File: src/rtl/odd_parity_serial_tx.sv
// odd_parity_serial_tx: UART-style transmitter sending start, data (LSB first), odd parity and stop bits
module odd_parity_serial_tx #(
   parameter int width     = 8,
   parameter int divider   = 16,
   parameter int stop_bits = 1
) (
   input  logic             clk,
   input  logic             rst_x,
   input  logic [width-1:0] i_data,
   input  logic             i_valid,
   output logic             o_ready,
   output logic             o_tx
);
   localparam int cw = divider > 1 ? $clog2(divider) : 1;
   localparam int bw = width > 2 ? $clog2(width) : 1;
   localparam logic [cw-1:0] cnt_max = cw'(divider - 1);
   localparam logic [bw-1:0] last_bit = bw'(width - 1);
   localparam logic [bw-1:0] last_stop = bw'(stop_bits - 1);
   typedef enum logic [2:0] {IDLE, START, DATA, PARITY, STOP} state_t;
   state_t           state;
   logic [cw-1:0]    cnt;
   logic [bw-1:0]    idx;
   logic [width-1:0] shift;
   logic [width-1:0] next_shift;
   logic             par;
   logic             bit_end;
   assign bit_end    = cnt == cnt_max;
   assign next_shift = shift >> 1;
   assign o_ready    = state == IDLE;
   // frame sequencer; o_tx is registered so the line level for a bit is set at the edge that enters it
   always_ff @(posedge clk or negedge rst_x) begin
      if (!rst_x) begin
         state <= IDLE;
         cnt   <= '0;
         idx   <= '0;
         shift <= '0;
         par   <= 1'b0;
         o_tx  <= 1'b1;
      end else begin
         cnt <= (state == IDLE || bit_end) ? '0 : cnt + cw'(1);
         case (state)
            IDLE: begin
               o_tx <= !i_valid;
               if (i_valid) begin
                  shift <= i_data;
                  par   <= ~^i_data;
                  idx   <= '0;
                  state <= START;
               end
            end
            START: if (bit_end) begin
               state <= DATA;
               o_tx  <= shift[0];
            end
            DATA: if (bit_end) begin
               shift <= next_shift;
               if (idx == last_bit) begin
                  state <= PARITY;
                  o_tx  <= par;
               end else begin
                  idx  <= idx + bw'(1);
                  o_tx <= next_shift[0];
               end
            end
            PARITY: if (bit_end) begin
               state <= STOP;
               idx   <= '0;
               o_tx  <= 1'b1;
            end
            STOP: if (bit_end) begin
               if (idx == last_stop) state <= IDLE;
               else idx <= idx + bw'(1);
            end
            default: begin
               state <= IDLE;
               o_tx  <= 1'b1;
            end
         endcase
      end
   end
endmodule

File: config.mk
export PLATFORM = sky130hd
export DESIGN_NAME = odd_parity_serial_tx
export DESIGN_NICKNAME = d
export VERILOG_FILES = /design/src/rtl/odd_parity_serial_tx.sv
export SDC_FILE = /design/constraint.sdc
export NUM_CORES = 1
export LEC_CHECK = 0
export BUFFER_PORTS_ARGS = -buffer_cell sky130_fd_sc_hd__buf_2
export CORE_MARGIN = 5
export CORE_UTILIZATION = 45
export CTS_BUF_LIST = sky130_fd_sc_hd__clkbuf_16
export DETAILED_ROUTE_END_ITERATION = 10
export GPL_ROUTABILITY_DRIVEN = 0
export PLACE_DENSITY_LB_ADDON = 0.12
export SYNTH_ARGS = -nofsm -noshare
export SYNTH_HDL_FRONTEND = slang
export SYNTH_SLANG_ARGS = --single-unit
File: constraint.sdc
create_clock -name clk -period 3.88 [get_ports clk]
set_clock_uncertainty 0.1 [all_clocks]
set_input_delay 0.582 -clock clk [delete_from_list [all_inputs] [get_ports clk]]
set_output_delay 0.582 -clock clk [all_outputs]
set_load 0.005 [all_outputs]
-- Yosys cells after proc, flatten, opt, wreduce, memory -nomap -nowiden
Cells that the tools add are included.
- flip-flop bits (word level): 20
- input bits: 11
- add/sub/neg operators: 2
- equality and inequality tests: 15
- mux-type cells: 24
- bitwise operators: 1
- reductions and logical operators: 12
- operators by type and width (kind ; count):
    $mux 3 ; 13
    $ne 2x2->1 const B ; 9
    $mux 8 ; 2
    $pmux 8 s2 ; 1
    $pmux 3 s5 ; 1
    $reduce_and 7->1 ; 2
    $pmux 3 s4 ; 1
    $reduce_xnor 8->1 ; 1
    $eq 3x2->1 const B ; 2
    $eq 3x3->1 const B ; 2
    $logic_not 3->1 ; 2
    $pmux 1 s5 ; 1
    $add 4x1->4 const B ; 1
    $eq 4x4->1 const B ; 1
    $mux 1 ; 4
    $mux 4 ; 1
    $reduce_and 4->1 ; 1
    $reduce_bool 4->1 ; 1
    $add 3x1->3 const B ; 1
    $eq 3x1->1 const B ; 1
    $reduce_and 3->1 ; 1
    $reduce_and 2->1 ; 1
    $reduce_bool 2->1 ; 1
    $logic_not 1->1 ; 1
    other kinds (2) ; 2

-- Longest topological paths before layout
Gate-level depths: netlist of the first run.
- word-level depth: 4
- mapped depth: 6
- mapped depth without buffers: 6

-- Worst setup path after synthesis of the first run
OpenSTA, ideal clock, no wires.
- kind: flip-flop to flip-flop
- start: reg idx[0]
- end: reg idx[0]
- arrival: 1.451 ns
- setup slack: 2.205 ns
- cell stages (with the launch flop): 6
- period minus slack after synthesis: 1.675 ns
- cells stage by stage: dfrtp_1 ha_1 ha_1 a22oi_1 o2111ai_2 mux2_2
- word-level cells in the longest chain between the ends: 4
- elaborated cells between the ends (all ways): 11
- ends and longest elaborated chain (what ; RTL line ; RTL):
    start, declared ; 22 ; logic [bw-1:0] idx;
    start signal, assigned ; 61 ; idx <= idx + bw'(1);
    start signal, assigned ; 72 ; else idx <= idx + bw'(1);
    $add 3x1->3 ; 61, 72 ;
    $mux 3 (on tied branches) ; 71, 57 ;
    $mux 3 (on tied branches) ; 70, 55 ;
    $pmux 3 s4 ; 41 ; case (state)
Parallel ways exist; a longest one is shown, timed or not. The select of a mux whose other input is x is not followed.
A chain may end at the register's enable or synchronous reset.

-- Worst setup path after layout of the first run
- start: reg state[1]
- end: out o_ready
- word-level cells in the longest chain between the ends: 1
- ends and longest elaborated chain (what ; RTL line ; RTL):
    start, declared ; 20 ; state_t state;
    start signal, assigned ; 33 ; state <= IDLE;
    start signal, assigned ; 48 ; state <= START;
    start signal, assigned ; 52 ; state <= DATA;
    $logic_not 3->1 ; 29 ; assign o_ready = state == IDLE;
    end, declared ; 11 ; output logic o_ready,
Every way passes these cells.

==> reports/summary.txt, run 1 <==
Avg WL per Cell - 13.3 um
Worst-skew pair later-pin latency - 0.25 ns
Most frequent cells in the layout - dfrtp_1 (19), nand2_1 (13), buf_2 (12), mux2i_1 (10)
Worst slack, placed - 2.07 ns
Post-route DRC - 0
Slowest-stage cell, CP - dfrtp_1
Hold buffer count at CTS - 0
Rel. slew slack - 69.2%
Share of layout cells above drive strength 1 - 16.8%
Setup-failing EPs final - 0
Post-Route WL - 2050 um
Crit Path Category - flip-flop to primary output
Starting density of the core - 45.9%
Dpl cell area - 0.00119 mm^2
FF-to-FF End - idx[0]
Layout Cells excl Fill - 155
Critical path arrival - 1.41 ns
Final Instance Area - 0.00130 mm^2
Cell row count - 18
Worst stage delay on the critical path - 0.51 ns
DIE AREA - 0.00358 mm^2
Largest net degree at the start of global routing - 21
Post-Syn Area - 0.00112 mm^2
CTS Buffer Depth - 2
DRT Pass-1 Iters - 6
RSZ-0062 raised after global routing - no
Setup bufs post-CTS - 0
Synth Instances - 113
# port buffers - 12
Commonest non-fill, non-tap cell in the layout - dfrtp_1
Post-Route M1 WL - 910 um
CTS Buf Count - 3
CTS tree - built
Met3 wire len - 136 um
# clock sinks - 20
Synthesized area per cell - 9.88 um^2
Critical path startpoint category - flip-flop
Req. time, crit path - 3.20 ns
R2r startpoint - cnt[0]
Number of routed nets with antenna violations - 0
Ant diodes - 0
Core ar. - 0.00243 mm^2
Post-DP HPWL - 1520 um
CTS H-tree lvls - 1
Max-cap violations - 0
Synth warn - 0
Post-synthesis register bit count - 20
Post-CTS sizing - 0
FF-to-FF path depth - 5
Crit. End Element - primary output
Die height - 59.8 um
Initial antenna violation count - 0
Hold Crit Class - input port to async pin
Pwr Density - 736 mW/mm^2
Grt total ovfl - 0
CP Buf/Inv Count - 1
CTS Root Buffer Type - clkbuf_16
Leak - 0.566 nW
Final Worst Setup Slack - 1.79 ns
Ports - 13
Sequential area share after synthesis - 45.0%
Vias per Instance - 5.39
Number of global-route vias before repair - 810
Worst path cell trace - nor3_2, buf_2
Final Hold Vio Count - 0
Hold WS - 0.170 ns
Period minus WS final - 2.09 ns
Inst Count DP - 151
Top Family by Delay on Critical Path - flip-flops
DR iter-0 viols - 18
DR vias - 836
Worst Tran Pin Value - 0.462 ns
Nets - 141
Setup total negative slack - 0 ns
FF-to-FF setup slack - 2.06 ns
Worst Path Max Fanout - 12
Status - finished, final reports clean
Fin util - 53.3%
Chip width - 59.8 um
Top layer reached by signal wires - met4
Total GRT Usage - 13.6%
F_max - 0.478 GHz
Power, Total - 0.954 mW
Slew Viols, Final - 0
Clk pin slew, worst setup/hold paths - 0.06 ns
Final cycle utilization of the critical path - 53.9%
Peak supply drop - 0.000382 V
First-pass GRT wire length - 3620 um
DR WL met2 - 997 um
Synth cell types - 34
Syn-to-layout area delta - 16.1%
Synthesized Nets - 128
routing by layer:
metal	GRT usage [%]	vias to the layer above
met1	17.2	390
met3	4.54	2
li1	-	417
met4	3.16	0
met2	22.4	27
met5	0	-
how the worst max path moves through the flow:
stage	endpoint	cells past startpoint	start	slack, ns
after global placement	o_ready	2	state[1]	2.10
after CTS	o_ready	2	state[1]	1.79
final	o_ready	2	state[1]	1.79
after global routing	o_ready	2	state[0]	1.66
after detailed placement	o_ready	2	state[1]	2.07
after floorplan	idx[0]	5	idx[0]	2.20
state kept, by name, indices dropped and copies added (netlist names):
name	cells
cnt	4
par	1
state	3
idx	3
shift	8
o_tx	1
worst reg2reg max path: stages (launching register included):
cell	delay, ns
dfrtp_1	0.39
ha_1	0.25
nand3_1	0.18
a22oi_1	0.12
o2111ai_2	0.29
mux2_2	0.37
power breakdown:
part / internal [mW] / switching (mW)
clock network: 0.205 / 0.0757
logic: 0.141 / 0.148
registers: 0.299 / 0.0858
total: 0.645 / 0.309
cell type report:
cell class	instances	area [um^2]
inverters	5	18.8
well taps	30	37.5
clock inverters	1	30.0
flip-flops and latches	20	502
fillers	223	1140
multi-input cells	84	573
repair buffers	12	60.1
clock buffers	3	75.1
synth_stat cells:
library cell   n  area [um^2]
a211o_1        1         8.76
a211oi_1       1         7.51
a21oi_1        1         5.00
a22oi_1        1         7.51
a31oi_1        1         6.26
a32o_1         1         10.0
and3_1         2         12.5
buf_2          3         15.0
buf_4          1         7.51
dfrtp_1       19          475
dfstp_2        1         26.3
ha_1           4         50.1
inv_1          5         18.8
mux2_2         1         11.3
mux2i_1       10          100
nand2_1       13         48.8
nand2b_1       2         12.5
nand3_1        3         15.0
nand3b_1       1         7.51
nand4_1        1         6.26
nor2_1         7         26.3
nor2_2         1         6.26
nor3_1         4         20.0
nor3_2         1         10.0
nor3b_1        1         7.51
o2111ai_2      1         15.0
o21ai_0        3         15.0
o21ai_1        8         40.0
o21bai_1       1         7.51
o22ai_1        1         6.26
or3_1          1         6.26
or4_1          1         7.51
xnor2_1        8         70.1
xor2_1         3         26.3
cell families (layout without fill, tap and decap cells):
| logic type | after synthesis | after routing | synth area share [%] |
|---|---|---|---|
| adders and majority gates | 4 | 4 | 4.48 |
| DFF | 20 | 20 | 45.0 |
| buffers and inverters | 9 | 21 | 3.70 |
| and+or+nand+nor | 38 | 38 | 16.7 |
| muxes | 11 | 11 | 9.98 |
| xor gates and xnor gates | 11 | 11 | 8.63 |
| AOI/OAI and AO/OA | 20 | 20 | 11.5 |
(Power assumes the default switching activity.)
==> run 2: changes to the inputs <==
==> constraint.sdc (replaced) <==
create_clock -name clk -period 1.69 [get_ports clk]
set_clock_uncertainty 0.1 [all_clocks]
set_input_delay 0.2535 -clock clk [delete_from_list [all_inputs] [get_ports clk]]
set_output_delay 0.2535 -clock clk [all_outputs]
set_load 0.005 [all_outputs]
==> reports/summary.txt, run 2 (same netlist as run 1, synthesis figures left out) <==
Chip width - 59.8 um (unchanged)
DRT Pass-1 Iters - 4 (was 6)
Internal power - 1.51 mW (was 0.645 mW)
Vias per Instance - 5.36 (was 5.39)
Post-route DRC - 0 (unchanged)
Post-Route WL - 2440 um (was 2050 um)
Final cycle utilization of the critical path - 98.2%
Initial antenna violation count - 0 (unchanged)
Critical path startpoint category - flip-flop (unchanged)
DR WL met2 - 1250 um (was 997 um)
Slew Viols, Final - 0 (unchanged)
Die height - 59.8 um (unchanged)
Status - finished, final reports clean (unchanged)
CTS Buf Count - 3 (unchanged)
Commonest non-fill, non-tap cell in the layout - dfrtp_1 (unchanged)
CTS Buffer Depth - 2 (unchanged)
Setup-failing EPs final - 0 (unchanged)
Clk pwr share - 21.2% (was 29.4%)
Ant diodes - 0 (unchanged)
Logic pwr share - 40.3% (was 30.3%)
Worst slack, placed - -0.0123 ns (was 2.07 ns)
Inst Count DP - 162 (was 151)
Largest net degree at the start of global routing - 21 (unchanged)
Switching portion of total power - 35.0% (was 32.4%)
# port buffers - 12 (unchanged)
Number of routed nets with antenna violations - 0 (unchanged)
Layout Cells excl Fill - 171 (was 155)
Core ar. - 0.00243 mm^2 (unchanged)
Critical path arrival - 1.73 ns (was 1.41 ns)
Grt total ovfl - 0 (unchanged)
Period minus WS final - 1.66 ns
Hold WS - 0.195 ns (was 0.170 ns)
Sequential cell fraction of total power - 38.4% (was 40.4%)
Most frequent cells in the layout - dfrtp_1 (19), nand2_1 (13), buf_4 (13), buf_2 (12), mux2i_1 (10) (was dfrtp_1 (19), nand2_1 (13), buf_2 (12), mux2i_1 (10))
Filler cells - 219 (was 223)
Worst Path Max Fanout - 2 (was 12)
Fin util - 60.1% (was 53.3%)
Post-DP HPWL - 1630 um (was 1520 um)
Max-cap violations - 0 (unchanged)
Total GRT Usage - 14.3% (was 13.6%)
CTS tree - built (unchanged)
Worst Tran Pin Value - 0.452 ns (was 0.462 ns)
First-pass GRT wire length - 3790 um (was 3620 um)
DR vias - 916 (was 836)
# clock sinks - 20 (unchanged)
Largest Register - shift (unchanged)
Post-Route M1 WL - 1070 um (was 910 um)
Avg WL per Cell - 14.2 um (was 13.3 um)
Registers with the most flip-flops - shift x8, cnt x4 (unchanged)
Pwr Density - 1590 mW/mm^2 (was 736 mW/mm^2)
Sw power - 0.812 mW (was 0.309 mW)
CTS Root Buffer Type - clkbuf_16 (unchanged)
FF-to-FF setup slack - 0.03 ns (was 2.06 ns)
Dpl cell area - 0.00129 mm^2 (was 0.00119 mm^2)
Starting density of the core - 45.9% (unchanged)
Hold Crit Class - input port to flip-flop (was input port to async pin)
Final Worst Setup Slack - 0.0306 ns (was 1.79 ns)
Peak supply drop - 0.000904 V (was 0.000382 V)
Syn-to-layout area delta - 31.1% (was 16.1%)
Rel. slew slack - 69.9% (was 69.2%)
Top layer reached by signal wires - met4 (unchanged)
Crit Path Category - flip-flop to flip-flop (was flip-flop to primary output)
CTS H-tree lvls - 1 (unchanged)
Leak - 0.637 nW (was 0.566 nW)
DR iter-0 viols - 30 (was 18)
Worst Hold Path Cells - 2
DIE AREA - 0.00358 mm^2 (unchanged)
Clk pin slew, worst setup/hold paths - 0.06 ns (about the same)
Final Instance Area - 0.00146 mm^2 (was 0.00130 mm^2)
Nets - 157 (was 141)
F_max - 0.603 GHz
Number of global-route vias before repair - 867 (was 810)
Max reg flops - 8 (unchanged)
Met3 wire len - 93 um (was 136 um)
Worst-skew pair later-pin latency - 0.25 ns (about the same)
Crit. End Element - flip-flop (was primary output)
Final Hold Vio Count - 0 (unchanged)
Ports - 13 (unchanged)
FF-to-FF path depth - 7 (was 5)
Share of layout cells above drive strength 1 - 29.8% (was 16.8%)
Cell row count - 18 (unchanged)
Req. time, crit path - 1.76 ns (was 3.20 ns)
-- run 2: changes by cell type in the layout (fill, tap and decap cells not counted), sizes merged --
cell / delta
bufinv: -1
dlygate4sd3: +1
inv: +1
buf: +15
-- run 2: final timing paths --
kind,start,to
worst max-delay path,idx[0],o_tx
max in group asynchronous,rst_x,o_tx
worst min register to register,shift[3],shift[3]
worst max register to register,idx[0],o_tx
min in group asynchronous,rst_x,cnt[2]
worst min-delay path,i_data[7],shift[7]
-- run 2: power by group through the flow --
stage | clock network, mW | logic [mW] | registers, mW
after CTS | 0.496 | 0.851 | 0.863
after detailed placement | 0 | 0.816 | 0.865
final | 0.493 | 0.936 | 0.892
after global placement | 0 | 0.795 | 0.858
after global routing | 0.525 | 1.04 | 0.918
after floorplan | 0 | 0.605 | 0.795
-- run 2: metrics by stage --
stage	setup TNS, ns	total power, mW
detailed placement	-0.0123	1.68
finish	0	2.32
global placement	0	1.65
CTS	0	2.21
global route	-0.0714	2.48
floorplan	0	1.40
-- run 2: cell type report --
type | instances | area [um^2] | area share [%]
Timing Repair Buffer | 28 | 199 | 13.6
Inverter | 5 | 18.8 | 1.28
Multi-Input combinational cell | 84 | 627 | 42.9
Clock inverter | 1 | 3.75 | 0.257
Clock buffer | 3 | 75.1 | 5.13
Tap cell | 30 | 37.5 | 2.57
Sequential cell | 20 | 502 | 34.3
-- run 2: what timing repair did --
action                     CTS  global route
pin swaps                    1             7
hold endpoints to repair    19             0
setup endpoints to repair    3            11
resized for setup            2             9
setup buffers                1             3
hold buffers                 1             0
-- run 2: routing by layer --
| metal | up-vias | global-route usage (%) |
|---|---|---|
| met5 | - | 0 |
| met4 | 0 | 6.65 |
| met3 | 2 | 3.24 |
| met2 | 16 | 23.8 |
| met1 | 448 | 17.3 |
| li1 | 450 | - |
-- run 2: critical path: stages (launching register included) --
cell      delay, ns
dfrtp_1        0.38
ha_2           0.20
ha_4           0.16
buf_4          0.13
mux2i_1        0.12
a21oi_1        0.22
a211oi_2       0.08
nor3_1         0.19
==> run 3: changes to the inputs <==
--- a/config.mk
+++ b/config.mk
@@ -8,7 +8,7 @@
 export BUFFER_PORTS_ARGS = -buffer_cell sky130_fd_sc_hd__buf_2
 export CORE_MARGIN = 5
 export CORE_UTILIZATION = 45
-export CTS_BUF_LIST = sky130_fd_sc_hd__clkbuf_16
+export CTS_BUF_LIST = sky130_fd_sc_hd__clkbuf_4 sky130_fd_sc_hd__clkbuf_8
 export DETAILED_ROUTE_END_ITERATION = 10
 export GPL_ROUTABILITY_DRIVEN = 0
 export PLACE_DENSITY_LB_ADDON = 0.12
==> reports/summary.txt, run 3 (same netlist as run 1, synthesis figures left out) <==
Number of global-route vias before repair - 877 (was 867)
Hold Crit Class - input port to flip-flop (unchanged)
Peak supply drop - 0.000898 V (was 0.000904 V)
CTS H-tree lvls - 1 (unchanged)
Leak - 0.617 nW (was 0.637 nW)
Core ar. - 0.00243 mm^2 (unchanged)
Ports - 13 (unchanged)
Crit. End Element - flip-flop (unchanged)
Post-DP HPWL - 1630 um (unchanged)
Status - finished, final reports clean (unchanged)
Top layer reached by signal wires - met4 (unchanged)
Crit Path Category - flip-flop to flip-flop (unchanged)
Setup-failing EPs final - 0 (unchanged)
Starting density of the core - 45.9% (unchanged)
Sw power - 0.771 mW (was 0.812 mW)
Rel. slew slack - 69.8% (was 69.9%)
Final cycle utilization of the critical path - 96.7% (was 98.2%)
HP Start - i_data[7] (unchanged)
Vias per Instance - 5.14 (was 5.36)
Nets - 158 (was 157)
Initial antenna violation count - 0 (unchanged)
# port buffers - 12 (unchanged)
Critical path arrival - 1.77 ns (was 1.73 ns)
Period minus WS final - 1.63 ns (was 1.66 ns)
Worst Path Max Fanout - 4 (was 2)
Commonest non-fill, non-tap cell in the layout - dfrtp_1 (unchanged)
Avg WL per Cell - 13.1 um (was 14.2 um)
Critical path startpoint - cnt[1] (was idx[0])
DR WL met2 - 1130 um (was 1250 um)
Slew Viols, Final - 0 (unchanged)
Inst Count DP - 162 (unchanged)
CTS Buf Count - 3 (unchanged)
Max reg flops - 8 (unchanged)
Filler cells - 229 (was 219)
# clock sinks - 20 (unchanged)
Pwr Density - 1480 mW/mm^2 (was 1590 mW/mm^2)
DIE AREA - 0.00358 mm^2 (unchanged)
Cell row count - 18 (unchanged)
Most frequent cells in the layout - dfrtp_1 (17), buf_4 (15), nand2_1 (13), buf_2 (12), mux2i_1 (10) (was dfrtp_1 (19), nand2_1 (13), buf_4 (13), buf_2 (12), mux2i_1 (10))
Post-Route M1 WL - 1030 um (was 1070 um)
Final Hold Vio Count - 0 (unchanged)
DR vias - 884 (was 916)
Clk pwr share - 12.1% (was 21.2%)
Grt total ovfl - 0 (unchanged)
Worst-skew pair later-pin latency - 0.30 ns (was 0.25 ns)
Req. time, crit path - 1.83 ns (was 1.76 ns)
First-pass GRT wire length - 3710 um (was 3790 um)
Post-Route WL - 2250 um (was 2440 um)
Setup total negative slack - 0 ns (unchanged)
Die height - 59.8 um (unchanged)
Largest Register - shift (unchanged)
Met3 wire len - 78 um (was 93 um)
Critical path startpoint category - flip-flop (unchanged)
Power, Total - 2.09 mW (was 2.32 mW)
Clk pin slew, worst setup/hold paths - 0.11 ns (was 0.06 ns)
Ant diodes - 0 (unchanged)
Switching portion of total power - 36.9% (was 35.0%)
Fin util - 58.2% (was 60.1%)
CTS Buffer Depth - 2 (unchanged)
Share of layout cells above drive strength 1 - 31.7% (was 29.8%)
RSZ-0062 raised after global routing - yes
Post-route DRC - 0 (unchanged)
Worst Tran Pin Value - 0.454 ns (was 0.452 ns)
Largest net degree at the start of global routing - 21 (unchanged)
Chip width - 59.8 um (unchanged)
Worst slack, placed - -0.0123 ns (unchanged)
CTS tree - built (unchanged)
Logic pwr share - 45.1% (was 40.3%)
Max-cap violations - 0 (unchanged)
Number of routed nets with antenna violations - 0 (unchanged)
Syn-to-layout area delta - 26.8% (was 31.1%)
Sequential cell fraction of total power - 42.8% (was 38.4%)
DR iter-0 viols - 18 (was 30)
R2r startpoint - cnt[1] (was idx[0])
Final Worst Setup Slack - 0.0562 ns (was 0.0306 ns)
F_max - 0.612 GHz (was 0.603 GHz)
CTS Root Buffer Type - clkbuf_4 (was clkbuf_16)
Registers with the most flip-flops - shift x8, cnt x4 (unchanged)
Layout Cells excl Fill - 172 (was 171)
Total GRT Usage - 13.9% (was 14.3%)
DRT Pass-1 Iters - 4 (unchanged)
Internal power - 1.32 mW (was 1.51 mW)
-- run 3: cell types whose count changed in the layout (fill, tap and decap cells not counted), sizes merged --
| cell | change |
|---|---|
| inv | -1 |
| buf | +1 |
| clkbuf | +1 |
-- run 3: through the flow --
| step | hold slack (ns) | instance area [um^2] |
|---|---|---|
| after floorplan | -0.142 | 1120 |
| after global placement | 0.127 | 1290 |
| after detailed placement | 0.132 | 1290 |
| after CTS | 0.134 | 1350 |
| after global routing | 0.141 | 1420 |
| final | 0.146 | 1420 |
-- run 3: critical path, stage by stage, from the launching register on --
cell and delay, ns:
dfrtp_1 0.42, ha_4 0.18, nand3_4 0.08, buf_4 0.15, or4_4 0.40, a31oi_1 0.17, nor3_1 0.07
-- run 3: routing by layer --
metal	up-vias	global-route usage, %
met5	-	0
met4	0	6.65
met3	2	3.24
met2	8	23.3
met1	422	16.6
li1	452	-
-- run 3: path summary, 6_finish.rpt --
| path | endpoint | slack [ns] | cells after the start |
|---|---|---|---|
| setup / recovery | o_tx | 0.06 | 6 |
| hold / removal | shift[7] | 0.15 | 2 |
| setup reg to reg | o_tx | 0.06 | 6 |
| hold reg to reg | shift[2] | 0.40 | 2 |
| max in group asynchronous | state[0] | 0.83 | 2 |
| min in group asynchronous | cnt[2] | 0.32 | 2 |
-- run 3: power groups by stage --
stage	Sequential [mW]	Clock, mW	Combinational (mW)
floorplan	0.795	0	0.605
global placement	0.858	0	0.795
detailed placement	0.865	0	0.816
CTS	0.858	0.266	0.848
global route	0.923	0.288	1.05
finish	0.895	0.254	0.943
-- run 3: timing repair --
| action | in CTS | in global routing |
|---|---|---|
| hold endpoints to repair | 19 | 0 |
| setup endpoints to repair | 3 | 12 |
| pin swaps | 1 | 4 |
| hold buffers | 1 | 0 |
| resized for setup | 3 | 9 |
| buffers inserted | 1 | 4 |
-- run 3: final cells by class --
class | count | area, um^2 | area share [%]
Multi-Input combinational cell | 84 | 622 | 43.9
Sequential cell | 20 | 504 | 35.6
Timing Repair Buffer | 29 | 203 | 14.3
Tap cell | 30 | 37.5 | 2.65
Clock buffer | 4 | 30.0 | 2.12
Inverter | 5 | 18.8 | 1.33
